<file path="src/rtl/pcie_rq_tlp_gen.sv">
// Requester TLP builder: turns MRd/MWr commands plus a packed payload stream
// into DW-aligned RQ beats (4 DW descriptor followed by payload) with sideband.
module pcie_rq_tlp_gen #(
   parameter int          DWIDTH     = 256,
   parameter int          MAX_LEN_DW = 256,
   parameter logic [15:0] REQ_ID     = 16'h0
) (
   input  logic              user_clk,
   input  logic              user_rst_n,
   input  logic              cmd_valid,
   output logic              cmd_ready,
   input  logic              cmd_type,
   input  logic [63:0]       cmd_addr,
   input  logic [10:0]       cmd_len,
   input  logic [7:0]        cmd_tag,
   input  logic [3:0]        cmd_fbe,
   input  logic [3:0]        cmd_lbe,
   input  logic [DWIDTH-1:0] wr_data,
   input  logic              wr_valid,
   input  logic              wr_err,
   output logic              wr_ready,
   output logic [DWIDTH-1:0] rq_oper_data,
   output logic [15:0]       rq_oper_data_ex,
   output logic              rq_oper_wen,
   input  logic              rq_oper_ready,
   output logic              busy
);
   localparam int N    = DWIDTH / 32;
   localparam int LOGN = $clog2(N);
   localparam bit W256 = (DWIDTH == 256);

   typedef enum logic [1:0] {IDLE, HDR, DATA, TAIL} state_t;
   state_t state, state_nxt;

   logic             c_wr;
   logic [63:2]      c_addr;
   logic [10:0]      c_len;
   logic [7:0]       c_tag;
   logic [3:0]       c_fbe, c_lbe;
   logic [11:0]      wcnt;        // index of the next payload word to take
   logic [3:0][31:0] held;        // upper half of the previous 256-bit word
   logic             held_err;

   logic [11:0]      len_w, base, last_word, lm;
   logic [3:0][31:0] desc, lo_dw, hi_dw;
   logic [N-1:0][31:0] beat;
   logic             fire, take, store, sop, eop, err, last, tail;
   logic [3:0]       keep;
   logic [15:0]      ex_nxt;
   logic             unused;

   // byte offset bits of the address carry no meaning for DW-aligned TLPs
   assign unused = ^cmd_addr[1:0];

   assign len_w     = {1'b0, c_len};
   assign base      = wcnt << LOGN;
   assign last_word = ((len_w + 12'(N - 1)) >> LOGN) - 12'd1;
   assign lm        = W256 ? (len_w + 12'd3) : (len_w - 12'd1);

   assign desc[0] = {c_addr[31:2], 2'b00};
   assign desc[1] = c_addr[63:32];
   assign desc[2] = {REQ_ID, 1'b0, 3'b000, c_wr, c_len};
   assign desc[3] = {8'h0, 16'h0, c_tag};

   assign wr_ready = rq_oper_ready && ((state == HDR && c_wr && W256) || state == DATA);

   // current payload word split into lower/upper 4 DW, DWs beyond len zeroed
   always_comb begin
      lo_dw = '0;
      hi_dw = '0;
      for (int i = 0; i < 4; i++)
         if (base + 12'(i) < len_w) lo_dw[i] = wr_data[32*i +: 32];
      for (int i = 4; i < N; i++)
         if (base + 12'(i) < len_w) hi_dw[i-4] = wr_data[32*i +: 32];
   end

   // next-state, beat assembly and handshake decisions
   always_comb begin
      state_nxt = state;
      fire      = 1'b0;
      take      = 1'b0;
      store     = 1'b0;
      beat      = '0;
      sop       = 1'b0;
      eop       = 1'b0;
      err       = 1'b0;
      last      = (wcnt == last_word);
      tail      = 1'b0;
      case (state)
         IDLE: if (cmd_valid && cmd_ready) state_nxt = HDR;
         HDR: begin
            for (int i = 0; i < 4; i++) beat[i] = desc[i];
            sop = 1'b1;
            if (!c_wr) begin
               fire = rq_oper_ready;
               eop  = 1'b1;
               if (fire) state_nxt = IDLE;
            end else if (W256) begin
               // payload word 0 rides in the upper half of the descriptor beat
               fire  = rq_oper_ready && wr_valid;
               take  = fire;
               store = fire;
               for (int i = 4; i < N; i++) beat[i] = lo_dw[i-4];
               eop = (len_w <= 12'd4);
               err = wr_err;
               if (fire) state_nxt = eop ? IDLE : (last_word != 12'd0 ? DATA : TAIL);
            end else begin
               fire = rq_oper_ready;
               if (fire) state_nxt = DATA;
            end
         end
         DATA: begin
            fire = rq_oper_ready && wr_valid;
            take = fire;
            if (W256) begin
               store = fire;
               for (int i = 0; i < 4; i++) beat[i] = held[i];
               for (int i = 4; i < N; i++) beat[i] = lo_dw[i-4];
               // upper half of the last word still has valid DW -> one more beat
               tail = last && (len_w > base + 12'd4);
               eop  = last && !tail;
               err  = held_err || wr_err;
               if (fire && last) state_nxt = tail ? TAIL : IDLE;
            end else begin
               for (int i = 0; i < 4; i++) beat[i] = lo_dw[i];
               eop = last;
               err = wr_err;
               if (fire && last) state_nxt = IDLE;
            end
         end
         TAIL: begin
            for (int i = 0; i < 4; i++) beat[i] = held[i];
            fire = rq_oper_ready;
            eop  = 1'b1;
            err  = held_err;
            if (fire) state_nxt = IDLE;
         end
         default: state_nxt = IDLE;
      endcase
      keep = 4'h0;
      if (eop) keep = !c_wr ? 4'd3 : (W256 ? {1'b0, lm[2:0]} : {2'b00, lm[1:0]});
      ex_nxt = {sop, eop, err, 1'b0, keep,
                sop ? c_fbe : 4'h0,
                (sop && c_len != 11'd1) ? c_lbe : 4'h0};
   end

   // state register
   always_ff @(posedge user_clk or negedge user_rst_n) begin
      if (!user_rst_n) state <= IDLE;
      else             state <= state_nxt;
   end

   // command capture, payload bookkeeping and registered beat outputs
   always_ff @(posedge user_clk or negedge user_rst_n) begin
      if (!user_rst_n) begin
         c_wr            <= 1'b0;
         c_addr          <= '0;
         c_len           <= '0;
         c_tag           <= '0;
         c_fbe           <= '0;
         c_lbe           <= '0;
         wcnt            <= '0;
         held            <= '0;
         held_err        <= 1'b0;
         busy            <= 1'b0;
         cmd_ready       <= 1'b0;
         rq_oper_wen     <= 1'b0;
         rq_oper_data    <= '0;
         rq_oper_data_ex <= '0;
      end else begin
         cmd_ready   <= (state_nxt == IDLE);
         rq_oper_wen <= fire;
         if (state == IDLE && cmd_valid && cmd_ready) begin
            c_wr   <= cmd_type;
            c_addr <= cmd_addr[63:2];
            c_len  <= cmd_len;
            c_tag  <= cmd_tag;
            c_fbe  <= cmd_fbe;
            c_lbe  <= cmd_lbe;
            wcnt   <= '0;
            busy   <= 1'b1;
         end
         if (take) wcnt <= wcnt + 12'd1;
         if (store) begin
            held     <= hi_dw;
            held_err <= wr_err;
         end
         if (fire) begin
            rq_oper_data    <= beat;
            rq_oper_data_ex <= ex_nxt;
            if (eop) busy <= 1'b0;
         end
      end
   end

   // illegal lengths have no defined behaviour; flag them in simulation
   always_ff @(posedge user_clk) begin
      if (user_rst_n && cmd_valid && cmd_ready)
         assert (cmd_len != 11'd0 && 32'(cmd_len) <= MAX_LEN_DW);
   end
endmodule

</file>
<file path="config.mk">
export PLATFORM = sky130hd
export DESIGN_NAME = pcie_rq_tlp_gen
export DESIGN_NICKNAME = d
export VERILOG_FILES = /design/src/rtl/pcie_rq_tlp_gen.sv
export SDC_FILE = /design/constraint.sdc
export NUM_CORES = 1
export LEC_CHECK = 0
export BUFFER_PORTS_ARGS = -buffer_cell sky130_fd_sc_hd__buf_2
export CORE_AREA = 2 2 248 250
export CTS_CLUSTER_DIAMETER = 120
export DETAILED_ROUTE_END_ITERATION = 10
export DIE_AREA = 0 0 250 252
export PLACE_DENSITY_LB_ADDON = 0.3
export SLEW_MARGIN = 20
export SYNTH_ARGS = -nofsm -noshare
export SYNTH_HDL_FRONTEND = slang
export SYNTH_SLANG_ARGS = --single-unit
export TNS_END_PERCENT = 1
</file>
<file path="constraint.sdc">
create_clock -name user_clk -period 4.8 [get_ports user_clk]
set_input_delay 0.48 -clock user_clk [delete_from_list [all_inputs] [get_ports user_clk]]
set_output_delay 0.48 -clock user_clk [all_outputs]
set_load 0.01 [all_outputs]
</file>
==> metrics, run 1 <==
status completed; synthesized area 20,580 um2; share of cells above drive strength 1 0.3020; die area 63,000 um2; post-synthesis area per instance 10.61 um2; post-detail-place hpwl 48,110 um; Pwr Total 18.62 mW; Filler Cell Count 5,796; Core ar. 60,130 um2; first-pass detailed-route iteration total 5; CTS tree done; clock tree buffer depth 3; slew margin rel. 0.1111; crit-path max FO 12; Max-Cap Viols 0; GR Overflow Total 0; total CTS buffers 56; nets 2,886; Yosys top cell area share 0.6152; Final Hold Vio Count 0; Static Leak 13.68 nW; Via density 5.195; CTS root buf clkbuf_16; CTS Sinks 506; global-route wire length before repair 107,500 um; Clock transition at path regs 60 ps; Hold/Removal Path Class input pin to flip-flop; area of the multi-input gates 7318 um2; period utilization 0.9178; initial antenna violation count 31; antenna-violating nets left 0; Req. time, crit path 5270 ps; crit path launch type flip-flop; CTS Hold Buffers Added 1; vias in the first global route 17,570; Seq/Total Area, Yosys 0.6152; dominant cells by area after synthesis dfrtp_1 62%, a22o_1 9.7%, nand2_1 8.2%; largest area contributor in the netlist dfrtp_1; pin count of the biggest net entering global routing 181; post-synthesis instance total 1,940; RSZ-0062 raised after global routing false; Synth async-reset ratio 1.000; YS warnings 0; Tightest Pin Transition 1333 ps; fin util 0.4396; Total GRT Usage 0.2190; Die H 252 um; Achievable Freq 227.0 MHz; library cells used by synthesis 65; drc violations 0; Row Count 90; flip-flop and latch area 12,660 um2; fin crit period 4406 ps; Slew Viols, Final 0; I/O pin total 630; Yosys reg bits 506; setup_tns 0 ps; IO Port Bufs 625; Die W 250 um; vias post-DR 17,400; maximum VDD drop 0.3894 mV; CP endpoint kind flip-flop; Most used DFF post-synth dfrtp_1; post_cts resized 0; initial cell density of the core 0.3423; WS Path Type flip-flop to flip-flop; Iteration-0 DRC Markers 1,330; EDFF count, synth 0; Critical Path AT 4880 ps; Area Overhead vs Synth 28.42%; # H-tree levels 2; Post CTS Setup Buffer Count 0; worst skew pair latency 600 ps; DR WL/cell 21.23 um; Pwr Density 704.6 nW/um2; DRT Wirelength 71,090 um; Worst Clk Skew 19.52 ps; GP Congestion 0.8937; # setup viols final 0
area by class of cell:
class                      instances  share of cell area
inverter                          28            0.004071
tap                              782             0.03702
timing repair buffer             654              0.1294
clock inverter                    24             0.01150
clock buffer                      79             0.06045
multi-input combinational       1259              0.2769
antenna                           17            0.001609
sequential                       506              0.4791
cells in the final DEF (no fill, tap or decap), types with 7 or more instances in the layout:
| cell type | netlist | final |
|---|---|---|
| clkinv_2 | 0 | 10 |
| clkbuf_8 | 0 | 11 |
| nor4_1 | 8 | 8 |
| a221oi_1 | 83 | 83 |
| dfrtp_1 | 506 | 506 |
| buf_2 | 0 | 624 |
| xnor2_1 | 14 | 14 |
| a21oi_1 | 13 | 10 |
| a21o_1 | 7 | 7 |
| inv_1 | 28 | 27 |
| diode_2 | 0 | 17 |
| nand2_1 | 447 | 447 |
| o21ai_0 | 71 | 71 |
| nor3_1 | 10 | 10 |
| nor2_1 | 195 | 193 |
| ha_1 | 27 | 26 |
| buf_4 | 5 | 23 |
| a22o_1 | 228 | 228 |
| clkbuf_1 | 129 | 12 |
| clkbuf_16 | 0 | 56 |
| nand3_1 | 65 | 63 |
synth_stat cells, types with 2 or more instances:
cell       instances
a211oi_1           3
a211o_1            2
o31ai_1            6
o21ai_1            2
and2_1             6
a221oi_1          83
o41a_1             2
buf_1             10
o211ai_1           4
nor3_1            10
xor2_1             2
mux2i_1            3
o31a_1             2
nand2_1          447
or2_2              2
nor4_1             8
dfrtp_1          506
o21ai_0           71
a21o_1             7
clkbuf_2           2
or4_4              2
inv_1             28
a221o_1            2
nand3_1           65
buf_4              5
o21a_1             4
clkbuf_1         129
a21oi_1           13
o2111ai_1          2
ha_1              27
and3_1             8
a22o_1           228
nor2_1           195
xnor2_1           14
buf_6              2
nand4_1            6
nor2b_1            3
or3_1              2
metal layers:
metal  up-vias  routed length (um)  GRT usage
met5         -                 178          0
met4        28                2059    0.08862
met3       142                6078    0.06881
met2       669               33710     0.3482
met1      8629               29070     0.2780
li1       7929                   -          -
critical path: stages (launching register included):
cell and delay, ps:
dfrtp_1 380, inv_1 180, ha_1 360, nor2b_4 400
nor2_1 100, xnor2_1 210, ha_1 290, o41a_1 170
o21ai_1 110, or4_4 560, a2111oi_4 380, nor2_1 90
nor4_1 390, o31ai_1 270, o41ai_1 420
registers in the layout, indices dropped and copies added (netlist names):
name / cells
busy: 1
held_err: 1
c_addr: 62
c_wr: 1
rq_oper_wen: 1
c_len: 11
rq_oper_data: 256
c_fbe: 4
c_lbe: 4
rq_oper_data_ex: 14
cmd_ready: 1
state: 2
held: 128
c_tag: 8
wcnt: 12
power breakdown:
part / internal, mW / total (mW) / switching, mW
clock network: 2.64 / 4.40 / 1.76
logic: 2.68 / 6.85 / 4.17
registers: 6.16 / 7.37 / 1.21
worst paths after layout:
path,start,end,slack [ps],cells after the start
max,c_len[1],rq_oper_data_ex[10],390,14
min,cmd_addr[53],c_addr[53],70,3
max reg2reg,c_len[1],rq_oper_data_ex[10],390,14
min reg2reg,rq_oper_data[123],rq_oper_data[123],460,2
max in group asynchronous,user_rst_n,held[14],2970,3
min in group asynchronous,user_rst_n,rq_oper_data[124],510,2
metrics by stage:
step	hold slack, ps	worst slack, ps	area, um2	instances
finish	71.09	394.4	26430	3349
global route	47.38	87.82	26420	3346
floorplan	184.4	946.2	20590	1941
detailed placement	450.2	445.1	24480	3228
global placement	444.8	568.2	24480	3228
CTS	28.05	387.7	26390	3332
kinds of logic (layout without fill, tap and decap cells):
family	after synthesis	in the layout	share of synthesized area
AND/OR/NAND/NOR	767	767	0.1532
adder cells (fa/ha/maj)	27	27	0.01641
buffers and inverters	176	785	0.03386
other	1	19	0.0001822
AO/OA/AOI/OAI	444	444	0.1729
multiplexers	3	3	0.001459
XOR/XNOR	16	16	0.006809
flip-flops	506	506	0.6152
(Power assumes the default switching activity.)
==> inputs of run 2 (changes only) <==
--- a/config.mk
+++ b/config.mk
@@ -5,11 +5,12 @@
 export SDC_FILE = /design/constraint.sdc
 export NUM_CORES = 1
 export LEC_CHECK = 0
+export ABC_AREA = 1
 export BUFFER_PORTS_ARGS = -buffer_cell sky130_fd_sc_hd__buf_2
-export CORE_AREA = 2 2 248 250
+export CORE_AREA = 2 2 245 247
 export CTS_CLUSTER_DIAMETER = 120
 export DETAILED_ROUTE_END_ITERATION = 10
-export DIE_AREA = 0 0 250 252
+export DIE_AREA = 0 0 247 249
 export PLACE_DENSITY_LB_ADDON = 0.3
 export SLEW_MARGIN = 20
 export SYNTH_ARGS = -nofsm -noshare
==> metrics, run 2 <==
status completed; Gate power share 0.325; antenna-violating nets left 0; wire length on met3 6757 um; total CTS buffers 54; maximum VDD drop 0.2973 mV; synthesized area 21,340 um2; Final Hold Vio Count 0; most frequent cell after synthesis nand2_1; simple-gate share of the synthesized area 0.2080; initial antenna violation count 31; fin crit period 3646 ps; area of the multi-input gates 7677 um2; EDFF count, synth 0; # H-tree levels 2; CTS Sinks 506; Area Overhead vs Synth 26.98%; YS warnings 0; RSZ-0062 raised after global routing false; Static Leak 13.93 nW; global-route wire length before repair 111,600 um; pin count of the biggest net entering global routing 199; Tightest Pin Transition 1058 ps; crit-path max FO 100; Most used DFF post-synth dfrtp_1; Synth Area in Adders 0.01583; first-pass detailed-route iteration total 7; Slew Viols, Final 0; Internal Power 10.00 mW; vias post-DR 18,970; post_cts resized 0; slew margin rel. 0.2930; Compound-Gate Fraction of Synth Area 0.1290; fin util 0.4617; period utilization 0.7595; Pwr Density 593.5 nW/um2; Max-Cap Viols 0; Achievable Freq 274.3 MHz; GR Overflow Total 0; Filler Cell Count 5,759; Req. time, crit path 5220 ps; most common library cells after synthesis 788 x nand2_1, 506 x dfrtp_1, 214 x o21ai_0; CTS root buf clkbuf_16; setup_tns 0 ps; biggest regs rq_oper_data: 256 flops, held: 128 flops, c_addr: 62 flops; DR WL/cell 19.67 um; post-synthesis instance total 2,327; P_sw 6.078 mW; I/O pin total 630; Reg2Reg Depth 8; Die W 247 um; worst skew pair latency 610 ps; clock tree buffer depth 3; flip-flop and latch area 12,660 um2; Synth Area in XOR/XNOR 0.001583; Seq pwr share 0.413; initial cell density of the core 0.3636; GP Congestion 0.9090; Via density 5.109; share of cells above drive strength 1 0.2715; Yosys reg bits 506; nets 3,263; Yosys top cell area share 0.5934; Row Count 89; dominant cells by area after synthesis dfrtp_1 59%, nand2_1 14%, o21ai_0 5.0%; IO Port Bufs 625; main combinational cell family by area after synthesis simple AND/OR/NAND/NOR gates; Top reg by flops rq_oper_data; post-synthesis area per instance 9.170 um2; WL met2 34,520 um; Core ar. 58,690 um2; Clock transition at path regs 60 ps; leading cell types in the layout, fill and taps excluded 788 x nand2_1, 624 x buf_2, 506 x dfrtp_1; Critical Path AT 4070 ps; post-detail-place hpwl 51,100 um; DRT Wirelength 73,020 um; CTS Hold Buffers Added 1; CTS tree done; max reg flops 256; Worst Clk Skew 25.86 ps; mux share of post-synthesis cell area 0; CP endpoint kind flip-flop; Die H 249 um; Hold/Removal Path Class input pin to flip-flop; worst hold stages 3; Clk pwr share 0.262; drc violations 0; largest area contributor in the netlist dfrtp_1; vias in the first global route 18,900; Seq/Total Area, Yosys 0.5934; met1 WL 29,770 um; Sw Share 0.3779; Post CTS Setup Buffer Count 0; WS Path Type flip-flop to flip-flop; library cells used by synthesis 45; most common cell after layout, fill and taps aside nand2_1; highest routed metal layer met5; crit path launch type flip-flop; # setup viols final 0; die area 61,500 um2; Iteration-0 DRC Markers 1,175; Total GRT Usage 0.2322; Synth async-reset ratio 1.000
[run 2: changes by cell type after synthesis, sizes merged, moves of 20 or more]
| cell | before | now |
|---|---|---|
| a21oi | 13 | 39 |
| a221oi | 83 | 1 |
| a22o | 228 | 1 |
| a32o | 1 | 65 |
| inv | 28 | 135 |
| nand2 | 447 | 801 |
| nand3 | 66 | 174 |
| nor2 | 195 | 76 |
| o21ai | 74 | 218 |
| o22ai | 1 | 21 |
| o311ai | 0 | 59 |
[run 2: power by group through the flow]
stage / Clock [mW] / Combinational (mW) / Sequential [mW]
global placement: 0 / 5.13 / 6.64
detailed placement: 0 / 5.26 / 6.70
floorplan: 0 / 2.84 / 6.85
finish: 4.21 / 5.23 / 6.64
CTS: 4.33 / 5.27 / 6.64
global route: 4.49 / 5.87 / 6.82
[run 2: worst max-delay path, cell delays in order, from the launching register on]
cell and delay (ps):
dfrtp_1 380, inv_1 130, ha_1 330, o21ai_0 220, o211ai_1 180, nand3_4 380, buf_4 800, buf_4 660
o311ai_0 230
[run 2: layout make-up]
class / instances / area share
Sequential cell: 506 / 0.4673
Multi-Input combinational cell: 1531 / 0.2834
Timing Repair Buffer: 653 / 0.1273
Clock buffer: 72 / 0.05717
Tap cell: 773 / 0.03570
Inverter: 136 / 0.01889
Clock inverter: 23 / 0.008589
Antenna cell: 18 / 0.001662
[run 2: per-stage QoR]
step | power, mW | cells | cell area, um2 | setup WS [ps] | hold slack (ps)
after floorplan | 9.683 | 2328 | 21340 | 2255 | 184.4
after global placement | 11.77 | 3597 | 25220 | 1322 | 455.2
after detailed placement | 11.95 | 3598 | 25250 | 1263 | 459.1
after CTS | 16.24 | 3694 | 27040 | 1245 | 28.00
after global routing | 17.18 | 3704 | 27070 | 868.8 | 43.43
final | 16.08 | 3712 | 27090 | 1154 | 75.38
[run 2: metal layers]
metal / vias to the layer above / GRT usage
met5: - / 0
met4: 12 / 0.06558
met3: 128 / 0.07283
met2: 701 / 0.3786
met1: 9245 / 0.2959
li1: 8879 / -
[run 2: worst paths after layout]
kind | startpoint | end | slack [ps]
max in group asynchronous | user_rst_n | rq_oper_data[3] | 3100
min in group asynchronous | user_rst_n | rq_oper_data[169] | 470
hold / removal | cmd_addr[45] | c_addr[45] | 80
setup reg to reg | state[0] | rq_oper_data[18] | 1150
setup / recovery | state[0] | rq_oper_data[18] | 1150
hold reg to reg | c_addr[16] | c_addr[16] | 470
[run 2: logic make-up (layout without fill, tap and decap cells)]
group                    count (synthesis)  in the layout
AO/OA/AOI/OAI                          424            424
buffers and inverters                  291            884
adder cells (fa/ha/maj)                 27             27
XOR/XNOR                                 3              3
AND/OR/NAND/NOR                       1075           1075
flip-flops                             506            506
other                                    1             20
